### src/rtl/ddr2_v10_1_sequencer_avl_master_if.sv
// Request/response channel and Avalon-MM bus between the calibration core,
// the sequencer Avalon master and the rw_mgr slave.
interface ddr2_v10_1_sequencer_avl_master_if #(
   parameter int AVL_DATA_WIDTH    = 32,
   parameter int AVL_ADDRESS_WIDTH = 16
);
   logic                         req_valid;
   logic                         req_ready;
   logic [1:0]                   req_op;
   logic [AVL_ADDRESS_WIDTH-1:0] req_address;
   logic [AVL_DATA_WIDTH-1:0]    req_wdata;
   logic [AVL_DATA_WIDTH-1:0]    req_mask;

   logic [AVL_ADDRESS_WIDTH-1:0] avl_address;
   logic                         avl_write;
   logic [AVL_DATA_WIDTH-1:0]    avl_writedata;
   logic                         avl_read;
   logic [AVL_DATA_WIDTH-1:0]    avl_readdata;
   logic                         avl_waitrequest;

   logic                         rsp_valid;
   logic [AVL_DATA_WIDTH-1:0]    rsp_rdata;
   logic                         rsp_timeout;
   logic                         rsp_match;

   modport master (
      input  req_valid, req_op, req_address, req_wdata, req_mask,
      output req_ready,
      output avl_address, avl_write, avl_writedata, avl_read,
      input  avl_readdata, avl_waitrequest,
      output rsp_valid, rsp_rdata, rsp_timeout, rsp_match
   );

   modport slave (
      output req_valid, req_op, req_address, req_wdata, req_mask,
      input  req_ready,
      input  avl_address, avl_write, avl_writedata, avl_read,
      output avl_readdata, avl_waitrequest,
      input  rsp_valid, rsp_rdata, rsp_timeout, rsp_match
   );
endinterface

### src/rtl/ddr2_v10_1_sequencer_avl_master.sv
// Avalon-MM master issuing single-word WRITE/READ/POLL transfers to the rw_mgr
// slave, with a mandatory idle cycle between transfers and a stall timeout.
module ddr2_v10_1_sequencer_avl_master #(
   parameter int AVL_DATA_WIDTH    = 32,
   parameter int AVL_ADDRESS_WIDTH = 16,
   parameter int TIMEOUT_CYCLES    = 4096,
   parameter int POLL_LIMIT        = 256
) (
   input logic avl_clk,
   input logic avl_reset,
   ddr2_v10_1_sequencer_avl_master_if.master bus
);

   //  state    | meaning
   //  S_IDLE   | ready for a request, strobes low
   //  S_ACCESS | strobe asserted, waiting for waitrequest low or timeout
   //  S_GAP    | one idle bus cycle, POLL compare / re-issue decision
   //  S_RESP   | rsp_valid pulse
   typedef enum logic [1:0] {S_IDLE, S_ACCESS, S_GAP, S_RESP} state_t;

   localparam int WAIT_W = $clog2(TIMEOUT_CYCLES + 1);
   localparam int POLL_W = $clog2(POLL_LIMIT + 1);
   localparam logic [WAIT_W-1:0] WAIT_LAST = WAIT_W'(TIMEOUT_CYCLES - 1);
   localparam logic [POLL_W-1:0] POLL_LAST = POLL_W'(POLL_LIMIT - 1);

   state_t                       state_q;
   logic                         is_write_q, is_poll_q;
   logic [AVL_ADDRESS_WIDTH-1:0] addr_q;
   logic [AVL_DATA_WIDTH-1:0]    wdata_q, mask_q, rdata_q;
   logic                         read_q, write_q;
   logic [WAIT_W-1:0]            wait_cnt_q;
   logic [POLL_W-1:0]            poll_cnt_q;
   logic                         rsp_valid_q, rsp_timeout_q, rsp_match_q;
   logic [AVL_DATA_WIDTH-1:0]    rsp_rdata_q;
   logic                         poll_hit;

   assign poll_hit = (((rdata_q ^ wdata_q) & mask_q) == '0);

   always_ff @(posedge avl_clk or posedge avl_reset) begin
      if (avl_reset) begin
         state_q       <= S_IDLE;
         is_write_q    <= 1'b0;
         is_poll_q     <= 1'b0;
         addr_q        <= '0;
         wdata_q       <= '0;
         mask_q        <= '0;
         rdata_q       <= '0;
         read_q        <= 1'b0;
         write_q       <= 1'b0;
         wait_cnt_q    <= '0;
         poll_cnt_q    <= '0;
         rsp_valid_q   <= 1'b0;
         rsp_timeout_q <= 1'b0;
         rsp_match_q   <= 1'b0;
         rsp_rdata_q   <= '0;
      end else begin
         rsp_valid_q <= 1'b0;
         case (state_q)
            S_IDLE: begin
               if (bus.req_valid) begin
                  is_write_q <= (bus.req_op == 2'b00);
                  is_poll_q  <= (bus.req_op == 2'b10);
                  addr_q     <= bus.req_address;
                  wdata_q    <= bus.req_wdata;
                  mask_q     <= bus.req_mask;
                  rdata_q    <= '0;
                  wait_cnt_q <= '0;
                  poll_cnt_q <= '0;
                  write_q    <= (bus.req_op == 2'b00);
                  read_q     <= (bus.req_op != 2'b00);
                  state_q    <= S_ACCESS;
               end
            end
            S_ACCESS: begin
               if (!bus.avl_waitrequest) begin
                  if (read_q) rdata_q <= bus.avl_readdata;
                  read_q  <= 1'b0;
                  write_q <= 1'b0;
                  state_q <= S_GAP;
               end else begin
                  wait_cnt_q <= wait_cnt_q + WAIT_W'(1);
                  // Last permitted stall cycle: abort straight to RESP, no GAP.
                  if (wait_cnt_q == WAIT_LAST) begin
                     read_q        <= 1'b0;
                     write_q       <= 1'b0;
                     rsp_valid_q   <= 1'b1;
                     rsp_timeout_q <= 1'b1;
                     rsp_match_q   <= 1'b0;
                     rsp_rdata_q   <= rdata_q;
                     state_q       <= S_RESP;
                  end
               end
            end
            S_GAP: begin
               if (is_poll_q && !poll_hit && (poll_cnt_q != POLL_LAST)) begin
                  poll_cnt_q <= poll_cnt_q + POLL_W'(1);
                  wait_cnt_q <= '0;
                  read_q     <= 1'b1;
                  state_q    <= S_ACCESS;
               end else begin
                  rsp_valid_q   <= 1'b1;
                  rsp_timeout_q <= 1'b0;
                  rsp_match_q   <= is_poll_q && poll_hit;
                  rsp_rdata_q   <= is_write_q ? '0 : rdata_q;
                  state_q       <= S_RESP;
               end
            end
            S_RESP:  state_q <= S_IDLE;
            default: state_q <= S_IDLE;
         endcase
      end
   end

   assign bus.req_ready     = (state_q == S_IDLE);
   assign bus.avl_address   = addr_q;
   assign bus.avl_writedata = wdata_q;
   assign bus.avl_write     = write_q;
   assign bus.avl_read      = read_q;
   assign bus.rsp_valid     = rsp_valid_q;
   assign bus.rsp_rdata     = rsp_rdata_q;
   assign bus.rsp_timeout   = rsp_timeout_q;
   assign bus.rsp_match     = rsp_match_q;

endmodule

### src/flat_wrapper.sv
// flat-port wrapper written by rule: the top's interface ports become plain ports
module ddr2_v10_1_sequencer_avl_master_flat 
#(
   parameter int AVL_DATA_WIDTH    = 32,
   parameter int AVL_ADDRESS_WIDTH = 16,
   parameter int TIMEOUT_CYCLES    = 4096,
   parameter int POLL_LIMIT        = 256
)
  (avl_clk, avl_reset, bus_req_valid, bus_req_op, bus_req_address, bus_req_wdata, bus_req_mask, bus_req_ready, bus_avl_address, bus_avl_write, bus_avl_writedata, bus_avl_read, bus_avl_readdata, bus_avl_waitrequest, bus_rsp_valid, bus_rsp_rdata, bus_rsp_timeout, bus_rsp_match);
  ddr2_v10_1_sequencer_avl_master_if #(.AVL_DATA_WIDTH(AVL_DATA_WIDTH), .AVL_ADDRESS_WIDTH(AVL_ADDRESS_WIDTH)) bus_i ();
  input logic avl_clk;
  input logic avl_reset;
  input wire logic [$bits(bus_i.req_valid)-1:0] bus_req_valid;
  input wire logic [$bits(bus_i.req_op)-1:0] bus_req_op;
  input wire logic [$bits(bus_i.req_address)-1:0] bus_req_address;
  input wire logic [$bits(bus_i.req_wdata)-1:0] bus_req_wdata;
  input wire logic [$bits(bus_i.req_mask)-1:0] bus_req_mask;
  output wire logic [$bits(bus_i.req_ready)-1:0] bus_req_ready;
  output wire logic [$bits(bus_i.avl_address)-1:0] bus_avl_address;
  output wire logic [$bits(bus_i.avl_write)-1:0] bus_avl_write;
  output wire logic [$bits(bus_i.avl_writedata)-1:0] bus_avl_writedata;
  output wire logic [$bits(bus_i.avl_read)-1:0] bus_avl_read;
  input wire logic [$bits(bus_i.avl_readdata)-1:0] bus_avl_readdata;
  input wire logic [$bits(bus_i.avl_waitrequest)-1:0] bus_avl_waitrequest;
  output wire logic [$bits(bus_i.rsp_valid)-1:0] bus_rsp_valid;
  output wire logic [$bits(bus_i.rsp_rdata)-1:0] bus_rsp_rdata;
  output wire logic [$bits(bus_i.rsp_timeout)-1:0] bus_rsp_timeout;
  output wire logic [$bits(bus_i.rsp_match)-1:0] bus_rsp_match;
  assign bus_i.req_valid = bus_req_valid;
  assign bus_i.req_op = bus_req_op;
  assign bus_i.req_address = bus_req_address;
  assign bus_i.req_wdata = bus_req_wdata;
  assign bus_i.req_mask = bus_req_mask;
  assign bus_req_ready = bus_i.req_ready;
  assign bus_avl_address = bus_i.avl_address;
  assign bus_avl_write = bus_i.avl_write;
  assign bus_avl_writedata = bus_i.avl_writedata;
  assign bus_avl_read = bus_i.avl_read;
  assign bus_i.avl_readdata = bus_avl_readdata;
  assign bus_i.avl_waitrequest = bus_avl_waitrequest;
  assign bus_rsp_valid = bus_i.rsp_valid;
  assign bus_rsp_rdata = bus_i.rsp_rdata;
  assign bus_rsp_timeout = bus_i.rsp_timeout;
  assign bus_rsp_match = bus_i.rsp_match;
  ddr2_v10_1_sequencer_avl_master #(.AVL_DATA_WIDTH(AVL_DATA_WIDTH), .AVL_ADDRESS_WIDTH(AVL_ADDRESS_WIDTH), .TIMEOUT_CYCLES(TIMEOUT_CYCLES), .POLL_LIMIT(POLL_LIMIT)) u_core (.avl_clk(avl_clk), .avl_reset(avl_reset), .bus(bus_i));
endmodule
### config.mk
export PLATFORM = sky130hd
export DESIGN_NAME = ddr2_v10_1_sequencer_avl_master_flat
export DESIGN_NICKNAME = d
export VERILOG_FILES = /design/src/rtl/ddr2_v10_1_sequencer_avl_master_if.sv /design/src/rtl/ddr2_v10_1_sequencer_avl_master.sv /design/src/flat_wrapper.sv
export SDC_FILE = /design/constraint.sdc
export NUM_CORES = 1
export LEC_CHECK = 0
export BUFFER_PORTS_ARGS = -buffer_cell sky130_fd_sc_hd__buf_2
export CELL_PAD_IN_SITES_DETAIL_PLACEMENT = 2
export CELL_PAD_IN_SITES_GLOBAL_PLACEMENT = 2
export CORE_MARGIN = 1
export CORE_UTILIZATION = 36
export DETAILED_ROUTE_END_ITERATION = 12
export PLACE_DENSITY_LB_ADDON = 0.3
export SLEW_MARGIN = 25
export SYNTH_ARGS = -nofsm -noshare
export SYNTH_HDL_FRONTEND = slang
export SYNTH_SLANG_ARGS = --single-unit
### constraint.sdc
create_clock -name avl_clk -period 8.21 [get_ports avl_clk]
set_input_delay 0.4105 -clock avl_clk [delete_from_list [all_inputs] [get_ports avl_clk]]
set_output_delay 0.4105 -clock avl_clk [all_outputs]
set_load 0.05 [all_outputs]
# [Word-level counts from Yosys, hierarchy flattened]
# Cells that the tools add are included.
[classes] bitwise=2 n_eq_ne=14 add_sub_neg=2 n_mux=39 n_reduce_logical=20
[op_table] operator="32-bit two-way mux" n=7
[op_table] operator="32-bit one-hot mux with 2 select lines" n=2
[op_table] operator="13-bit two-way mux" n=3
[op_table] operator="13-bit one-hot mux with 3 select lines" n=1
[op_table] operator="32-bit bitwise AND" n=1
[op_table] operator="32-bit zero test" n=1
[op_table] operator="32-bit bitwise XOR" n=1
[op_table] operator="9-bit two-way mux" n=2
[op_table] operator="9-bit one-hot mux with 2 select lines" n=1
[op_table] operator="4-bit AND reduction" n=4
[op_table] operator="13-bit by 1-bit adder with 13-bit output (second input constant)" n=1
[op_table] operator="13-bit by 12-bit == test with 1-bit output (second input constant)" n=1
[op_table] operator="1-bit two-way mux" n=13
[op_table] operator="9-bit by 1-bit adder with 9-bit output (second input constant)" n=1
[op_table] operator="9-bit by 8-bit inequality test with 1-bit output (second input constant)" n=1
[op_table] operator="2-bit two-way mux" n=4
[op_table] operator="2-bit inequality test (second input constant)" n=4
[op_table] operator="1-bit one-hot mux with 2 select lines" n=4
[op_table] operator="2-bit one-hot mux with 4 select lines" n=1
[op_table] operator="2-bit nonzero test" n=4
[op_table] operator="2-bit == test (second input constant)" n=3
[op_table] operator="2-bit by 1-bit inequality test with 1-bit output (second input constant)" n=3
[op_table] operator="3-bit AND reduction" n=2
[op_table] operator="2-bit zero test" n=2
[op_table] operator="7 further kinds" n=10
[word_totals] regBits=175 input_bits=118 output_inout_bits=86 wordCells=92

# [Longest topological paths before layout]
[depth] ltp_word=8 mapped_depth=11 depth_no_buf=10

# [Least setup slack after synthesis]
# No wires, ideal clock.
[synth_timing] path_type="reg2reg" from="reg u_core.poll_cnt_q[0]" to="reg u_core.wait_cnt_q[8]" setup_ps=121 synth_period_minus_slack_ps=2758 setup_slack_ps=5452 path_stages_with_launch=11 arrival_time_ps=2637 required_ps=8089 path_buffers=0 cell_sequence="dfrtp_1 -> ha_1 -> and3_1 -> and3_1 -> and3_1 -> ha_1 -> nor2b_1 -> nand2_1 -> o31ai_1 -> o21ai_0 -> a22o_1"
[synth_via] elab_chain_len=4
[synth_lines] item="start: declaration" line="ddr2_v10_1_sequencer_avl_master.sv:32" rtl="logic [POLL_W-1:0] poll_cnt_q;"
[synth_lines] item="start signal: assignment" line="ddr2_v10_1_sequencer_avl_master.sv:96" rtl="poll_cnt_q <= poll_cnt_q + POLL_W'(1);"
[synth_lines] item="9-bit by 8-bit inequality test with 1-bit output" line="ddr2_v10_1_sequencer_avl_master.sv:95" rtl="if (is_poll_q && !poll_hit && (poll_cnt_q != POLL_LAST)) begin"
[synth_lines] item="1-bit logical AND" line="ddr2_v10_1_sequencer_avl_master.sv:95"
[synth_lines] item="2-bit by 1-bit inequality test with 1-bit output (no line)"
[synth_lines] item="4-bit AND reduction (no line)"
[synth_lines] item="end signal: assignment" line="ddr2_v10_1_sequencer_avl_master.sv:81" rtl="wait_cnt_q <= wait_cnt_q + WAIT_W'(1);"
[synth_lines] item="end: declaration" line="ddr2_v10_1_sequencer_avl_master.sv:31" rtl="logic [WAIT_W-1:0] wait_cnt_q;"
# Every way passes these cells.
# A chain may end at the register's enable or synchronous reset.

# [Final worst setup path]
[layout_timing] from="reg u_core.state_q[0]" to="reg u_core.wait_cnt_q[8]"
[layout_via] elab_chain_len=3 elab_cells_between_ends=9 classes_between="eq/ne: 5; mux: 1; reduce/logical: 3"
[layout_lines] item="start: declaration" line="ddr2_v10_1_sequencer_avl_master.sv:26" rtl="state_t state_q;"
[layout_lines] item="start signal: assignment" line="ddr2_v10_1_sequencer_avl_master.sv:41" rtl="state_q <= S_IDLE;"
[layout_lines] item="start signal: assignment" line="ddr2_v10_1_sequencer_avl_master.sv:71" rtl="state_q <= S_ACCESS;"
[layout_lines] item="start signal: assignment" line="ddr2_v10_1_sequencer_avl_master.sv:79" rtl="state_q <= S_GAP;"
[layout_lines] item="2-bit == test, or another cell as far along" line="ddr2_v10_1_sequencer_avl_master.sv:58" rtl="case (state_q)"
[layout_lines] item="2-bit by 1-bit inequality test with 1-bit output (no line), or another cell as far along"
[layout_lines] item="4-bit AND reduction (no line)"
# Parallel ways exist; a longest one is shown, timed or not.

==> results.tsv <==
metric	value	unit
io pins	204	
final WL	25700	um
synth cell count leaders	dfrtp_1 (175), nand2_1 (93), mux2_2 (82)	
Synth Warn #	0	
max_cap viols	0	
post-CTS resize count	0	
initial antenna violation count	5	
Final GP Congestion	0.8173	
Std-Cell Core Area	20960	um^2
share of cells above drive strength 1	0.3833	
vias in the first global route	6852	
Slew HR	0.3582	
Critical Path Fanout Max	24	
Syn-to-layout area delta	24.95	%
worst slew pin tran	0.9627	ns
pwr dens	469.5	nW/um^2
cell with the most instances after synthesis	dfrtp_1	
register area share after synthesis	0.5714	
r2r startpoint	u_core.state_q[0]	
Cells after Synth	655	
cts hold-fix bufs	0	
slowest CP cell	ha_1	
clk root buf	clkbuf_16	
die area	21880	um^2
Post-synth ARST share	1.000	
fin crit period	3.412	ns
Die H	147.9	um
CTS H-tree lvls	4	
Cell variety after synth	43	
Via density	5.326	
outcome	completed	
post-detail-place hpwl	17720	um
filler instances	2181	
critical path capture point type	flop	
fin crit share	0.4156	
critical path class	flop to flop	
DR WL/cell	22.50	um
RSZ-0062 raised after global routing	no	
Layout Skew	0.007886	ns
first-pass GRT wire length	39210	um
area leader, netlist	dfrtp_1	
vias post-DR	6082	
final setup fails	0	
CTS tree	built	
width of the die	147.9	um
Num Clock Sinks	175	
CTS clk-pin slew, worst paths	0.07	ns
syn avg cell area	11.70	um^2
cell area after synthesis	7664	um^2
row count	53	
f_max	0.2931	GHz
ys flop type	dfrtp_1	
ANT nets after route	0	
crit start category	flop	
nets@finish	973	
EDFF count, synth	0	
# port buffers	203	
peak supply drop	0.2067	mV
worst skew pair latency	0.43	ns
Max clock buf depth	2	
LEAKAGE	4.615	nW
Worst Hold Class	input port to asynchronous set/reset pin	
Placement Setup Slack	4.616	ns
Starting DRT DRC Count	276	
gr usage total	0.2390	
DRT Pass-1 Iters	6	
largest net degree at the start of global routing	102	
crit-path max cell delay	0.79	ns
Worst Path Required	8.53	ns
Worst Setup Slack, final	4.798	ns
largest cells by area after synthesis	dfrtp_1 (57%), mux2_2 (12%), a22o_1 (4.8%), nand2_1 (4.6%), xor2_1 (3.7%)	
cells along the critical path	inv_1 -> ha_1 -> nor2_1 -> nand2_1 -> o21ai_0 -> o31ai_1 -> o21ai_0 -> a22o_1	
share of the synthesized area in the top cell type	0.5714	
CTS buffer count	17	
Yosys reg bits	175	
Slew Viols, Final	0	
Initial Util	0.3657	
DRC errors left	0	
most frequent CP cell	o21ai_0	
Final Hold Viols	0	
post-CTS setup buffer count	0	
beginning of the critical path	u_core.state_q[0]	
arrival time worst endpoint	3.73	ns
grt total ovfl	0	
final setup TNS	0	ns
Mapped Nets	779	
==> cells by family (layout without fill, tap and decap cells) <==
kind of cell | count (synthesis) | after routing | share of synthesized area
xor+xnor | 32 | 32 | 0.03657
fa+ha+maj | 6 | 6 | 0.009796
mux | 90 | 90 | 0.1313
buf+inv | 44 | 250 | 0.02318
flops | 175 | 175 | 0.5714
simple gates | 165 | 165 | 0.09959
compound gates | 143 | 143 | 0.1282
other cells | 0 | 6 | 0
==> where the power goes <==
group | internal (mW) | switching [mW]
sequential | 1.21 | 0.291
combinational | 0.674 | 1.50
clock | 0.453 | 0.366
total | 2.34 | 2.16
==> layout make-up <==
class	count	area [um^2]	area share
Antenna cell	6	15.01	0.001568
Clock buffer	17	425.4	0.04443
Clock inverter	14	160.2	0.01673
Inverter	10	42.54	0.004443
Multi-Input combinational cell	436	3124	0.3263
Sequential cell	175	4379	0.4573
Tap cell	275	344.1	0.03593
Timing Repair Buffer	209	1085	0.1133
==> layer usage <==
| layer | vias up | routed length (um) | global-route usage |
|---|---|---|---|
| met4 | 0 | 702 | 0.08866 |
| met5 | - | 0 | 0 |
| met2 | 158 | 13330 | 0.4208 |
| met3 | 42 | 892 | 0.04259 |
| met1 | 3157 | 10770 | 0.2914 |
| li1 | 2725 | - | - |
==> registers in the layout, summed over array words and instances, names as in the netlist <==
name                      cells
u_core.poll_cnt_q             9
u_core.rdata_q               32
u_core.wait_cnt_q            13
u_core.is_write_q             1
u_core.mask_q                32
u_core.bus.rsp_valid          1
u_core.bus.rsp_timeout        1
u_core.bus.avl_address       16
u_core.bus.rsp_rdata         32
u_core.state_q                2
u_core.bus.avl_writedata     32
u_core.bus.avl_read           1
u_core.is_poll_q              1
u_core.bus.avl_write          1
u_core.bus.rsp_match          1
==> critical path: cells and delay by family, from the launching register on <==
family	cells	cell delay [ns]
buf+inv	1	0.11
simple gates	2	0.50
compound gates	4	1.48
fa+ha+maj	1	0.79
flops	1	0.42
==> final timing paths <==
kind | slack [ns] | cells past startpoint | to
worst max register to register | 4.80 | 8 | u_core.wait_cnt_q[8]
worst min-delay path | 0.19 | 2 | u_core.rdata_q[12]
worst min register to register | 0.49 | 2 | u_core.is_write_q
min in group avl_clk | 0.21 | 2 | u_core.mask_q[21]
max in group asynchronous | 6.76 | 3 | u_core.bus.avl_writedata[23]
worst max-delay path | 4.80 | 8 | u_core.wait_cnt_q[8]
==> cell usage in the layout, fill, tap and decap left out, types with 9 or more instances in the layout <==
master	Yosys	layout
nor2_1	20	20
o21ai_0	47	47
buf_2	10	203
a22oi_1	16	16
a22o_1	42	42
xor2_1	32	32
nand2_1	93	92
mux2_2	82	82
nand3_1	12	12
inv_1	10	9
dfrtp_1	175	175
clkbuf_16	0	17
==> metrics by stage <==
step | area [um^2] | power [mW] | cells | hold WS (ns) | utilization
finish | 9575 | 4.496 | 1142 | 0.1857 | 0.4570
global route | 9573 | 4.731 | 1141 | 0.1948 | 0.4568
CTS | 9529 | 4.504 | 1135 | 0.1965 | 0.4547
detailed placement | 8944 | 3.649 | 1104 | 0.4847 | 0.4268
global placement | 8944 | 3.529 | 1104 | 0.4673 | 0.4268
floorplan | 7664 | 2.976 | 655 | 0.4427 | -
Note: power is estimated with default switching activity, not from simulation.
